## src/rtl/router_pkg.sv

```systemverilog
// Shared types and constants for the 1x3 router input side (FSM, synchronizer, register block).
package router_pkg;

    localparam int          NUM_PORTS = 3;
    localparam int          ADDR_W    = 2;
    localparam logic [1:0]  BAD_ADDR  = 2'b11;

    typedef logic [ADDR_W-1:0] port_idx_t;

    typedef enum logic [2:0] {
        DECODE_ADDRESS     = 3'd0,
        LOAD_FIRST_DATA    = 3'd1,
        LOAD_DATA          = 3'd2,
        LOAD_PARITY        = 3'd3,
        FIFO_FULL_STATE    = 3'd4,
        LOAD_AFTER_FULL    = 3'd5,
        WAIT_TILL_EMPTY    = 3'd6,
        CHECK_PARITY_ERROR = 3'd7
    } state_t;

endpackage

```

## src/rtl/router_fsm_if.sv

```systemverilog
// Control bundle between the router FSM and its neighbours (source, synchronizer, register block).
interface router_fsm_if;
    import router_pkg::*;

    logic      pkt_valid;
    port_idx_t din;
    logic      fifo_full;
    logic      fifo_empty_0;
    logic      fifo_empty_1;
    logic      fifo_empty_2;
    logic      soft_reset_0;
    logic      soft_reset_1;
    logic      soft_reset_2;
    logic      parity_done;
    logic      low_pkt_valid;

    logic      detect_addr;
    logic      lfd_state;
    logic      ld_state;
    logic      laf_state;
    logic      full_state;
    logic      wr_en_reg;
    logic      rst_int_reg;
    logic      busy;

    modport master (
        output pkt_valid, din, fifo_full,
        output fifo_empty_0, fifo_empty_1, fifo_empty_2,
        output soft_reset_0, soft_reset_1, soft_reset_2,
        output parity_done, low_pkt_valid,
        input  detect_addr, lfd_state, ld_state, laf_state,
        input  full_state, wr_en_reg, rst_int_reg, busy
    );

    modport slave (
        input  pkt_valid, din, fifo_full,
        input  fifo_empty_0, fifo_empty_1, fifo_empty_2,
        input  soft_reset_0, soft_reset_1, soft_reset_2,
        input  parity_done, low_pkt_valid,
        output detect_addr, lfd_state, ld_state, laf_state,
        output full_state, wr_en_reg, rst_int_reg, busy
    );

endinterface

```

## src/rtl/router_fsm.sv

```systemverilog
// Input-side control FSM of the 1x3 packet router: decodes the header destination,
// sequences header/payload/parity loads, stalls on a full FIFO and abandons on soft reset.
module router_fsm #(
    parameter int                NUM_PORTS = router_pkg::NUM_PORTS,
    parameter int                ADDR_W    = router_pkg::ADDR_W,
    parameter logic [ADDR_W-1:0] BAD_ADDR  = router_pkg::BAD_ADDR
) (
    input  logic         clk,
    input  logic         rst,
    router_fsm_if.slave  bus
);
    import router_pkg::*;

    if (NUM_PORTS != 3) begin : g_num_ports_check
        $error("router_fsm: only NUM_PORTS = 3 is supported");
    end
    if (ADDR_W != $bits(port_idx_t)) begin : g_addr_w_check
        $error("router_fsm: ADDR_W must match router_pkg::port_idx_t");
    end

    state_t            state;
    logic [ADDR_W-1:0] addr_q;
    logic [ADDR_W-1:0] sel_idx;
    logic              sel_empty;
    logic              sel_soft_reset;
    logic              hdr_ok;

    function automatic logic sel_flag(input logic [ADDR_W-1:0] idx,
                                      input logic [NUM_PORTS-1:0] flags);
        logic r;
        r = 1'b0;
        for (int i = 0; i < NUM_PORTS; i++) begin
            if (idx == ADDR_W'(i)) r = flags[i];
        end
        return r;
    endfunction

    // While decoding, the address register is not yet loaded, so look at din directly.
    assign sel_idx        = (state == DECODE_ADDRESS) ? bus.din : addr_q;
    assign sel_empty      = sel_flag(sel_idx,
                                     {bus.fifo_empty_2, bus.fifo_empty_1, bus.fifo_empty_0});
    assign sel_soft_reset = sel_flag(addr_q,
                                     {bus.soft_reset_2, bus.soft_reset_1, bus.soft_reset_0});
    assign hdr_ok         = bus.pkt_valid && (bus.din != BAD_ADDR);

    always_ff @(posedge clk or negedge rst) begin
        if (!rst) begin
            state  <= DECODE_ADDRESS;
            addr_q <= '0;
        end else begin
            if (state == DECODE_ADDRESS && hdr_ok) addr_q <= bus.din;

            // A soft reset of the selected FIFO abandons the packet from any active state.
            if (state != DECODE_ADDRESS && sel_soft_reset) begin
                state <= DECODE_ADDRESS;
            end else begin
                case (state)
                    DECODE_ADDRESS: begin
                        if (hdr_ok) state <= sel_empty ? LOAD_FIRST_DATA : WAIT_TILL_EMPTY;
                    end
                    WAIT_TILL_EMPTY: begin
                        if (sel_empty) state <= LOAD_FIRST_DATA;
                    end
                    LOAD_FIRST_DATA: state <= LOAD_DATA;
                    LOAD_DATA: begin
                        if (bus.fifo_full)       state <= FIFO_FULL_STATE;
                        else if (!bus.pkt_valid) state <= LOAD_PARITY;
                    end
                    FIFO_FULL_STATE: begin
                        if (!bus.fifo_full) state <= LOAD_AFTER_FULL;
                    end
                    LOAD_AFTER_FULL: begin
                        if (bus.parity_done)        state <= DECODE_ADDRESS;
                        else if (bus.low_pkt_valid) state <= LOAD_PARITY;
                        else                        state <= LOAD_DATA;
                    end
                    LOAD_PARITY: state <= CHECK_PARITY_ERROR;
                    CHECK_PARITY_ERROR: begin
                        state <= bus.fifo_full ? FIFO_FULL_STATE : DECODE_ADDRESS;
                    end
                    default: state <= DECODE_ADDRESS;
                endcase
            end
        end
    end

    assign bus.detect_addr = (state == DECODE_ADDRESS);
    assign bus.lfd_state   = (state == LOAD_FIRST_DATA);
    assign bus.ld_state    = (state == LOAD_DATA);
    assign bus.laf_state   = (state == LOAD_AFTER_FULL);
    assign bus.full_state  = (state == FIFO_FULL_STATE);
    assign bus.rst_int_reg = (state == CHECK_PARITY_ERROR);
    assign bus.wr_en_reg   = (state == LOAD_DATA) || (state == LOAD_PARITY) ||
                             (state == LOAD_AFTER_FULL);
    assign bus.busy        = (state != DECODE_ADDRESS) && (state != LOAD_DATA);

endmodule

```

## src/flat_wrapper.sv

```systemverilog
// flat-port wrapper written by rule: the top's interface ports become plain ports
module router_fsm_flat import router_pkg::*;
#(
    parameter int                NUM_PORTS = router_pkg::NUM_PORTS,
    parameter int                ADDR_W    = router_pkg::ADDR_W,
    parameter logic [ADDR_W-1:0] BAD_ADDR  = router_pkg::BAD_ADDR
)
  (clk, rst, bus_pkt_valid, bus_din, bus_fifo_full, bus_fifo_empty_0, bus_fifo_empty_1, bus_fifo_empty_2, bus_soft_reset_0, bus_soft_reset_1, bus_soft_reset_2, bus_parity_done, bus_low_pkt_valid, bus_detect_addr, bus_lfd_state, bus_ld_state, bus_laf_state, bus_full_state, bus_wr_en_reg, bus_rst_int_reg, bus_busy);
  router_fsm_if bus_i ();
  input  logic clk;
  input  logic rst;
  input wire logic [$bits(bus_i.pkt_valid)-1:0] bus_pkt_valid;
  input wire logic [$bits(bus_i.din)-1:0] bus_din;
  input wire logic [$bits(bus_i.fifo_full)-1:0] bus_fifo_full;
  input wire logic [$bits(bus_i.fifo_empty_0)-1:0] bus_fifo_empty_0;
  input wire logic [$bits(bus_i.fifo_empty_1)-1:0] bus_fifo_empty_1;
  input wire logic [$bits(bus_i.fifo_empty_2)-1:0] bus_fifo_empty_2;
  input wire logic [$bits(bus_i.soft_reset_0)-1:0] bus_soft_reset_0;
  input wire logic [$bits(bus_i.soft_reset_1)-1:0] bus_soft_reset_1;
  input wire logic [$bits(bus_i.soft_reset_2)-1:0] bus_soft_reset_2;
  input wire logic [$bits(bus_i.parity_done)-1:0] bus_parity_done;
  input wire logic [$bits(bus_i.low_pkt_valid)-1:0] bus_low_pkt_valid;
  output wire logic [$bits(bus_i.detect_addr)-1:0] bus_detect_addr;
  output wire logic [$bits(bus_i.lfd_state)-1:0] bus_lfd_state;
  output wire logic [$bits(bus_i.ld_state)-1:0] bus_ld_state;
  output wire logic [$bits(bus_i.laf_state)-1:0] bus_laf_state;
  output wire logic [$bits(bus_i.full_state)-1:0] bus_full_state;
  output wire logic [$bits(bus_i.wr_en_reg)-1:0] bus_wr_en_reg;
  output wire logic [$bits(bus_i.rst_int_reg)-1:0] bus_rst_int_reg;
  output wire logic [$bits(bus_i.busy)-1:0] bus_busy;
  assign bus_i.pkt_valid = bus_pkt_valid;
  assign bus_i.din = bus_din;
  assign bus_i.fifo_full = bus_fifo_full;
  assign bus_i.fifo_empty_0 = bus_fifo_empty_0;
  assign bus_i.fifo_empty_1 = bus_fifo_empty_1;
  assign bus_i.fifo_empty_2 = bus_fifo_empty_2;
  assign bus_i.soft_reset_0 = bus_soft_reset_0;
  assign bus_i.soft_reset_1 = bus_soft_reset_1;
  assign bus_i.soft_reset_2 = bus_soft_reset_2;
  assign bus_i.parity_done = bus_parity_done;
  assign bus_i.low_pkt_valid = bus_low_pkt_valid;
  assign bus_detect_addr = bus_i.detect_addr;
  assign bus_lfd_state = bus_i.lfd_state;
  assign bus_ld_state = bus_i.ld_state;
  assign bus_laf_state = bus_i.laf_state;
  assign bus_full_state = bus_i.full_state;
  assign bus_wr_en_reg = bus_i.wr_en_reg;
  assign bus_rst_int_reg = bus_i.rst_int_reg;
  assign bus_busy = bus_i.busy;
  router_fsm #(.NUM_PORTS(NUM_PORTS), .ADDR_W(ADDR_W), .BAD_ADDR(BAD_ADDR)) u_core (.clk(clk), .rst(rst), .bus(bus_i));
endmodule
```

## config.mk

```make
export PLATFORM = sky130hd
export DESIGN_NAME = router_fsm_flat
export DESIGN_NICKNAME = d
export VERILOG_FILES = /design/src/rtl/router_pkg.sv /design/src/rtl/router_fsm_if.sv /design/src/rtl/router_fsm.sv /design/src/flat_wrapper.sv
export SDC_FILE = /design/constraint.sdc
export NUM_CORES = 1
export LEC_CHECK = 0
export BUFFER_PORTS_ARGS = -buffer_cell sky130_fd_sc_hd__buf_2
export CORE_AREA = 2 2 39 41
export DETAILED_ROUTE_END_ITERATION = 10
export DIE_AREA = 0 0 41 43
export PLACE_DENSITY_LB_ADDON = 0.08
export SYNTH_ARGS = -nofsm -noshare
export SYNTH_HDL_FRONTEND = slang
export SYNTH_SLANG_ARGS = --single-unit
```

## constraint.sdc

```tcl
create_clock -name clk -period 2 [get_ports clk]
set_input_delay 0.1 -clock clk [delete_from_list [all_inputs] [get_ports clk]]
set_output_delay 0.1 -clock clk [all_outputs]
set_load 0.01 [all_outputs]
```

==> summary.md, run 1 <==
| Metric | Value |
|---|---|
| Critical Path AT | 1680 ps |
| Dpl ws | 456 ps |
| Post-layout net count | 104 |
| CTS buffer count | 3 |
| Yosys warnings | 0 |
| Initial antenna violation count | 0 |
| N_diodes | 0 |
| Placed Instance Area | 656 um2 |
| Design internal power | 498 uW |
| Clock Latency Late Sink | 250 ps |
| Post-cts sizing count | 0 |
| Pwr per Cell Area | 1330 nW/um2 |
| Drt drc | 0 |
| Crit path max fanout | 15 |
| RSZ-0062 raised after global routing | no |
| WL final | 1250 um |
| Fin crit period | 1540 ps |
| Hold-fix buffers, CTS | 1 |
| Post-synth cell types | 36 |
| Routed length per instance | 11.9 um |
| Slowest CP cell | dfrtp_1 |
| Sw frac | 0.459 |
| Area growth, synth to finish | 24.3% |
| # fillers | 142 |
| Leakage | 0.000344 uW |
| I/O pins | 22 |
| Die W | 41 um |
| Max incr delay on CP | 530 ps |
| First-pass GRT wire length | 2210 um |
| Storage cell area | 125 um2 |
| Slew Viols, Final | 0 |
| Net Switching | 423 uW |
| Starting DRT DRC Count | 15 |
| Max_cap viols | 0 |
| Mapped cell area | 557 um2 |
| Crit Path Category | reg -> reg |
| Cells after synthesis | 66 |
| Initial Utilization | 0.402 |
| Hpwl dp | 954 um |
| Final Setup Violations | 0 |
| Number of synthesized register bits | 5 |
| Seq pwr share | 0.304 |
| Gpl congestion | 0.833 |
| Fmax | 648 MHz |
| Multi-input logic area | 394 um2 |
| Vias in the first global route | 546 |
| Kind of cell adding the most delay to the critical path | flip-flops |
| Post-CTS setup repair buffer count | 0 |
| Clock Power Share | 0.129 |
| Worst Path Required | 2130 ps |
| Post-synth EDFFs | 0 |
| Worst-path clk slew | 40 ps |
| Tcrit/Tclk final | 0.772 |
| WP buf/inv | 0 |
| Sequential cell area fraction in the yosys report | 0.225 |
| Fin. Hold Viols | 0 |
| Pin count of the biggest net entering global routing | 16 |
| Clock sink count | 5 |
| Die ar. | 1760 um2 |
| Drt pass-1 iters | 4 |
| Startpoint types | flip-flop |
| Status | completed |
| Port bufs | 21 |
| Combinational power share | 0.567 |
| CTS tree | done |
| Final ANT Viol Nets | 0 |
| Layout cells sized above 1 | 0.348 |
| Worst-case clock buffer depth | 2 |
| CP cell instances | nand4bb_1 > a21o_1 > or2_0 > a32o_1 |
| TNS Setup | 0 ps |
| H-tree levels | 1 |
| Syn nets | 80 |
| Worst-Margin Slew | 440 ps |
| Slew HR | 0.707 |
| Avg Cell Area, Syn | 8.44 um2 |
| HP Class | in -> reg |
| Crit. End Element | flip-flop |
| Most frequent cells in the layout | 21 x buf_2, 6 x nor2_1, 6 x nand2_1, 5 x o21ai_0, 5 x dfrtp_1 |
| Clock Skews | 2.03 ps |
| Most common flop cell mapped by yosys | dfrtp_1 |
| Ys async rst share | 1.00 |
| GRT Residual Overflow | 0 |
| Clock root buffer | clkbuf_4 |
| Via density | 5.50 |
| GRT Total Usage | 0.188 |
| Final WS setup | 457 ps |
| Vias | 578 |
| Peak supply drop | 916 uV |
| Die height | 43 um |
| Design Area, Final | 692 um2 |
| Rows | 14 |
| Commonest non-fill, non-tap cell in the layout | buf_2 |
| Core Region | 1380 um2 |
-- per-layer routing --
metal  GRT usage  part of all wire  wire [um]
met1       0.235              0.44        544
met3      0.0785             0.080        100
met5           0                 0          0
met4      0.0800             0.024         30
met2       0.272              0.46        570
-- power by group through the flow --
| stage | sequential [uW] | clock [uW] | combinational (uW) |
|---|---|---|---|
| after floorplan | 207 | 0 | 479 |
| after global placement | 281 | 0 | 524 |
| after detailed placement | 283 | 0 | 523 |
| after CTS | 282 | 124 | 526 |
| after global routing | 300 | 131 | 583 |
| final | 280 | 119 | 523 |
-- sequential cells by signal, summed over array words and instances, names as in the netlist --
register       cells
u_core.state       3
u_core.addr_q      2
-- cells in the mapped netlist (all sizes together), types with 2 or more instances --
cell type | count | area (um2)
o211a | 2 | 20.0
dfrtp | 5 | 125
buf | 2 | 18.8
o21bai | 2 | 15.0
nand3b | 4 | 30.0
nor2b | 3 | 18.8
inv | 3 | 11.3
nor2 | 6 | 22.5
mux2i | 3 | 30.0
or2 | 2 | 12.5
o311ai | 2 | 17.5
o21ai | 6 | 33.8
nand2 | 6 | 22.5
a21oi | 2 | 10.0
and2b | 2 | 16.3
-- final timing paths --
check	start	end	slack (ps)	cells after the start
worst max-delay path	u_core.state[2]$_DFFE_PN0P_	u_core.state[1]$_DFFE_PN0P_	460	4
worst min-delay path	bus_din[0]	u_core.addr_q[0]$_DFFE_PN0P_	130	2
worst max register to register	u_core.state[2]$_DFFE_PN0P_	u_core.state[1]$_DFFE_PN0P_	460	4
worst min register to register	u_core.addr_q[1]$_DFFE_PN0P_	u_core.addr_q[1]$_DFFE_PN0P_	650	1
max in group asynchronous	rst	u_core.state[2]$_DFFE_PN0P_	1670	2
min in group asynchronous	rst	u_core.state[1]$_DFFE_PN0P_	200	2
-- final cells by class --
class                           instances  share of cell area
Multi-Input combinational cell         55               0.570
Sequential cell                         5               0.181
Timing Repair Buffer                   22               0.166
Clock buffer                            4              0.0380
Tap cell                               16              0.0289
Inverter                                3              0.0163
-- logic make-up (layout without fill, tap and decap cells) --
kind of cell	count (synthesis)	after routing	share of synthesized area
compound gates	20	20	0.276
buf+inv	6	29	0.0674
flops	5	5	0.225
mux	4	4	0.0809
simple gates	31	31	0.351
-- metrics by stage --
| step | total power (uW) | util | instances | hold WS (ps) |
|---|---|---|---|---|
| final | 922 | 0.500 | 105 | 134 |
| after global routing | 1010 | 0.500 | 105 | 165 |
| after CTS | 933 | 0.500 | 105 | 128 |
| after detailed placement | 806 | 0.474 | 100 | -84.1 |
| after global placement | 805 | 0.474 | 100 | -82.1 |
| after floorplan | 686 | - | 66 | -196 |
No activity file was read; power rests on OpenSTA's default activity.
==> inputs of run 2 (changes only) <==
--- a/config.mk
+++ b/config.mk
@@ -6,9 +6,9 @@
 export NUM_CORES = 1
 export LEC_CHECK = 0
 export BUFFER_PORTS_ARGS = -buffer_cell sky130_fd_sc_hd__buf_2
-export CORE_AREA = 2 2 39 41
+export CORE_MARGIN = 2
+export CORE_UTILIZATION = 41
 export DETAILED_ROUTE_END_ITERATION = 10
-export DIE_AREA = 0 0 41 43
 export PLACE_DENSITY_LB_ADDON = 0.08
 export SYNTH_ARGS = -nofsm -noshare
 export SYNTH_HDL_FRONTEND = slang
==> constraint.sdc (replaced) <==
create_clock -name clk -period 1.3 [get_ports clk]
set_input_delay 0.065 -clock clk [delete_from_list [all_inputs] [get_ports clk]]
set_output_delay 0.065 -clock clk [all_outputs]
set_load 0.01 [all_outputs]
==> run 2 against run 1 <==
  * Routed wire length grew 39%
  * Clock skew is 3.7 ps higher
  * Design area up 38%
  * Cell count increased by 20%
  * Clock-buffer cell count did not move
  * The run now ends with setup timing left
  * Critical path depth rose by 1
  * Clock power increased by 51%
  * Largest cell class unchanged
  * Maximum frequency is 5.5% higher
  * Via count up 19%
  * Hold slack lost 28 ps
==> summary.md, run 2 (synthesized netlist as in run 1, its figures left out) <==
| Metric | Value |
|---|---|
| Status | finished, violations left (was completed) |
| Failing checks | setup timing |
| Slew HR | 0.693 (was 0.707) |
| Top Registers | u_core.state: 3 flops, u_core.addr_q: 2 flops (unchanged) |
| Pin count of the biggest net entering global routing | 8 (was 16) |
| Slew Viols, Final | 0 (unchanged) |
| WL final | 1730 um (was 1250 um) |
| Gpl congestion | 0.826 (was 0.833) |
| Clock sink count | 5 (unchanged) |
| Die ar. | 1670 um2 (was 1760 um2) |
| Sw frac | 0.396 (was 0.459) |
| Initial Utilization | 0.433 (was 0.402) |
| H-tree levels | 1 (unchanged) |
| Final WS setup | -162 ps (was 457 ps) |
| Rows | 13 (was 14) |
| Net Switching | 861 uW (was 423 uW) |
| CP cell instances | buf_6 > and2b_2 > o21bai_1 > nand4b_1 > a221oi_2 (was nand4bb_1 > a21o_1 > or2_0 > a32o_1) |
| Startpoint types | flip-flop (unchanged) |
| # fillers | 93 (was 142) |
| N_diodes | 0 (unchanged) |
| I/O pins | 22 (unchanged) |
| Hpwl dp | 1150 um (was 954 um) |
| WP buf/inv | 1 (was 0) |
| Placed Instance Area | 759 um2 (was 656 um2) |
| Non-filler cells, final | 126 (was 105) |
| CTS buffer count | 3 (unchanged) |
| Commonest non-fill, non-tap cell in the layout | buf_2 (unchanged) |
| Combinational power share | 0.756 (was 0.567) |
| Storage cell area | 126 um2 (was 125 um2) |
| Initial antenna violation count | 0 (unchanged) |
| Crit Path Category | reg -> reg (unchanged) |
| RSZ-0062 raised after global routing | yes (was no) |
| Fin. Hold Viols | 0 (unchanged) |
| TNS Setup | -924 ps (was 0 ps) |
| Post-layout net count | 126 (was 104) |
| Worst-path clk slew | 50 ps (was 40 ps) |
| Fin crit period | 1460 ps (was 1540 ps) |
| Kind of cell adding the most delay to the critical path | compound AO/OA/AOI/OAI gates (was flip-flops) |
| Worst-Margin Slew | 455 ps (was 440 ps) |
| Worst-case clock buffer depth | 2 (unchanged) |
| Final ANT Viol Nets | 0 (unchanged) |
| GRT Total Usage | 0.216 (was 0.188) |
| Worst Path Required | 1450 ps (was 2130 ps) |
| Drt drc | 0 (unchanged) |
| Pwr per Cell Area | 2270 nW/um2 (was 1330 nW/um2) |
| Die height | 40.9 um (was 43 um) |
| Routed length per instance | 13.8 um (was 11.9 um) |
| Most frequent cells in the layout | 17 x buf_2, 13 x buf_6, 13 x buf_4, 6 x nand2_1, 5 x nor2_1 (was 21 x buf_2, 6 x nor2_1, 6 x nand2_1, 5 x o21ai_0, 5 x dfrtp_1) |
| Vias | 688 (was 578) |
| HP Class | in -> reg (unchanged) |
| Peak supply drop | 1350 uV (was 916 uV) |
| Layout cells sized above 1 | 0.559 (was 0.348) |
| Core Util, Final | 0.745 (was 0.500) |
| Clock Skews | 5.72 ps (was 2.03 ps) |
| Final hold slack | 107 ps (was 134 ps) |
| Final Setup Violations | 9 (was 0) |
| Design internal power | 1310 uW (was 498 uW) |
| Crit path max fanout | 3 (was 15) |
| Slowest CP cell | dfrtp_1 (unchanged) |
| Multi-input logic area | 435 um2 (was 394 um2) |
| Die W | 40.9 um (was 41 um) |
| First-pass GRT wire length | 2350 um (was 2210 um) |
| Area growth, synth to finish | 71.9% (was 24.3%) |
| Clock Latency Late Sink | 240 ps (was 250 ps) |
| Clock root buffer | clkbuf_4 (unchanged) |
| CTS tree | done (unchanged) |
| Tcrit/Tclk final | 1.12 (was 0.772) |
| GRT Residual Overflow | 0 (unchanged) |
| Leakage | 0.000470 uW (was 0.000344 uW) |
| Via density | 5.46 (was 5.50) |
| Port bufs | 21 (unchanged) |
| Seq pwr share | 0.162 (was 0.304) |
| Fmax | 684 MHz (was 648 MHz) |
| Crit. End Element | flip-flop (unchanged) |
| Max_cap viols | 0 (unchanged) |
| Most flop-heavy register | u_core.state (unchanged) |
| Max incr delay on CP | 410 ps (was 530 ps) |
| Dpl cells | 113 (was 100) |
| Largest register FFs | 3 (unchanged) |
| Drt pass-1 iters | 4 (unchanged) |
| Starting DRT DRC Count | 8 (was 15) |
| Clock Power Share | 0.083 (was 0.129) |
| Critical Path AT | 1610 ps (was 1680 ps) |
| Vias in the first global route | 563 (was 546) |
| Design Area, Final | 957 um2 (was 692 um2) |
| Core Region | 1280 um2 (was 1380 um2) |
run 2: per-stage QoR:
stage / worst slack, ps / total power, uW
2_1_floorplan: -24.4 / 1050
3_5_place_dp: -94.4 / 1520
4_1_cts: -127 / 1960
6_report: -162 / 2170
5_1_grt: -234 / 2320
3_3_place_gp: -63.1 / 1510
run 2: worst reg2reg max path: cells and delay by family, from the launching register on:
kind / cells / cell delay (ps)
buffers and inverters: 1 / 130
flip-flops: 1 / 410
AO/OA/AOI/OAI: 2 / 430
AND/OR/NAND/NOR: 2 / 390
run 2: timing repair:
action | 4_1_cts | 5_1_grt
setup buffers | 4 | 4
resized for setup | 15 | 10
hold buffers | 1 | 0
pin swaps | 5 | 2
setup endpoints to repair | 12 | 13
endpoints found under the hold margin | 5 | 0
run 2: layer usage:
layer / part of all wire / global-route usage
met2: 0.51 / 0.371
met3: 0.044 / 0.0707
met5: 0 / 0
met1: 0.42 / 0.247
met4: 0.027 / 0.0750
run 2: final timing paths:
path	from	cells past startpoint	slack, ps	end
worst max register to register	u_core.state[0]$_DFFE_PN0P_	5	-160	u_core.state[0]$_DFFE_PN0P_
worst max-delay path	u_core.state[0]$_DFFE_PN0P_	5	-160	u_core.state[0]$_DFFE_PN0P_
min in group asynchronous	rst	2	170	u_core.state[0]$_DFFE_PN0P_
worst min register to register	u_core.addr_q[1]$_DFFE_PN0P_	1	630	u_core.addr_q[1]$_DFFE_PN0P_
max in group asynchronous	rst	2	980	u_core.state[1]$_DFFE_PN0P_
worst min-delay path	bus_din[0]	2	110	u_core.addr_q[0]$_DFFE_PN0P_
run 2: layout make-up:
type / instances / share of cell area
multi-input combinational: 55 / 0.455
tap: 15 / 0.0196
timing repair buffer: 44 / 0.354
inverter: 3 / 0.0118
sequential: 5 / 0.132
clock buffer: 4 / 0.0275
run 2: power by group through the flow:
| stage | clock, uW | sequential [uW] | combinational, uW |
|---|---|---|---|
| global placement | 0 | 350 | 1160 |
| global route | 198 | 365 | 1760 |
| detailed placement | 0 | 355 | 1160 |
| floorplan | 0 | 318 | 734 |
| finish | 180 | 351 | 1640 |
| CTS | 184 | 353 | 1420 |
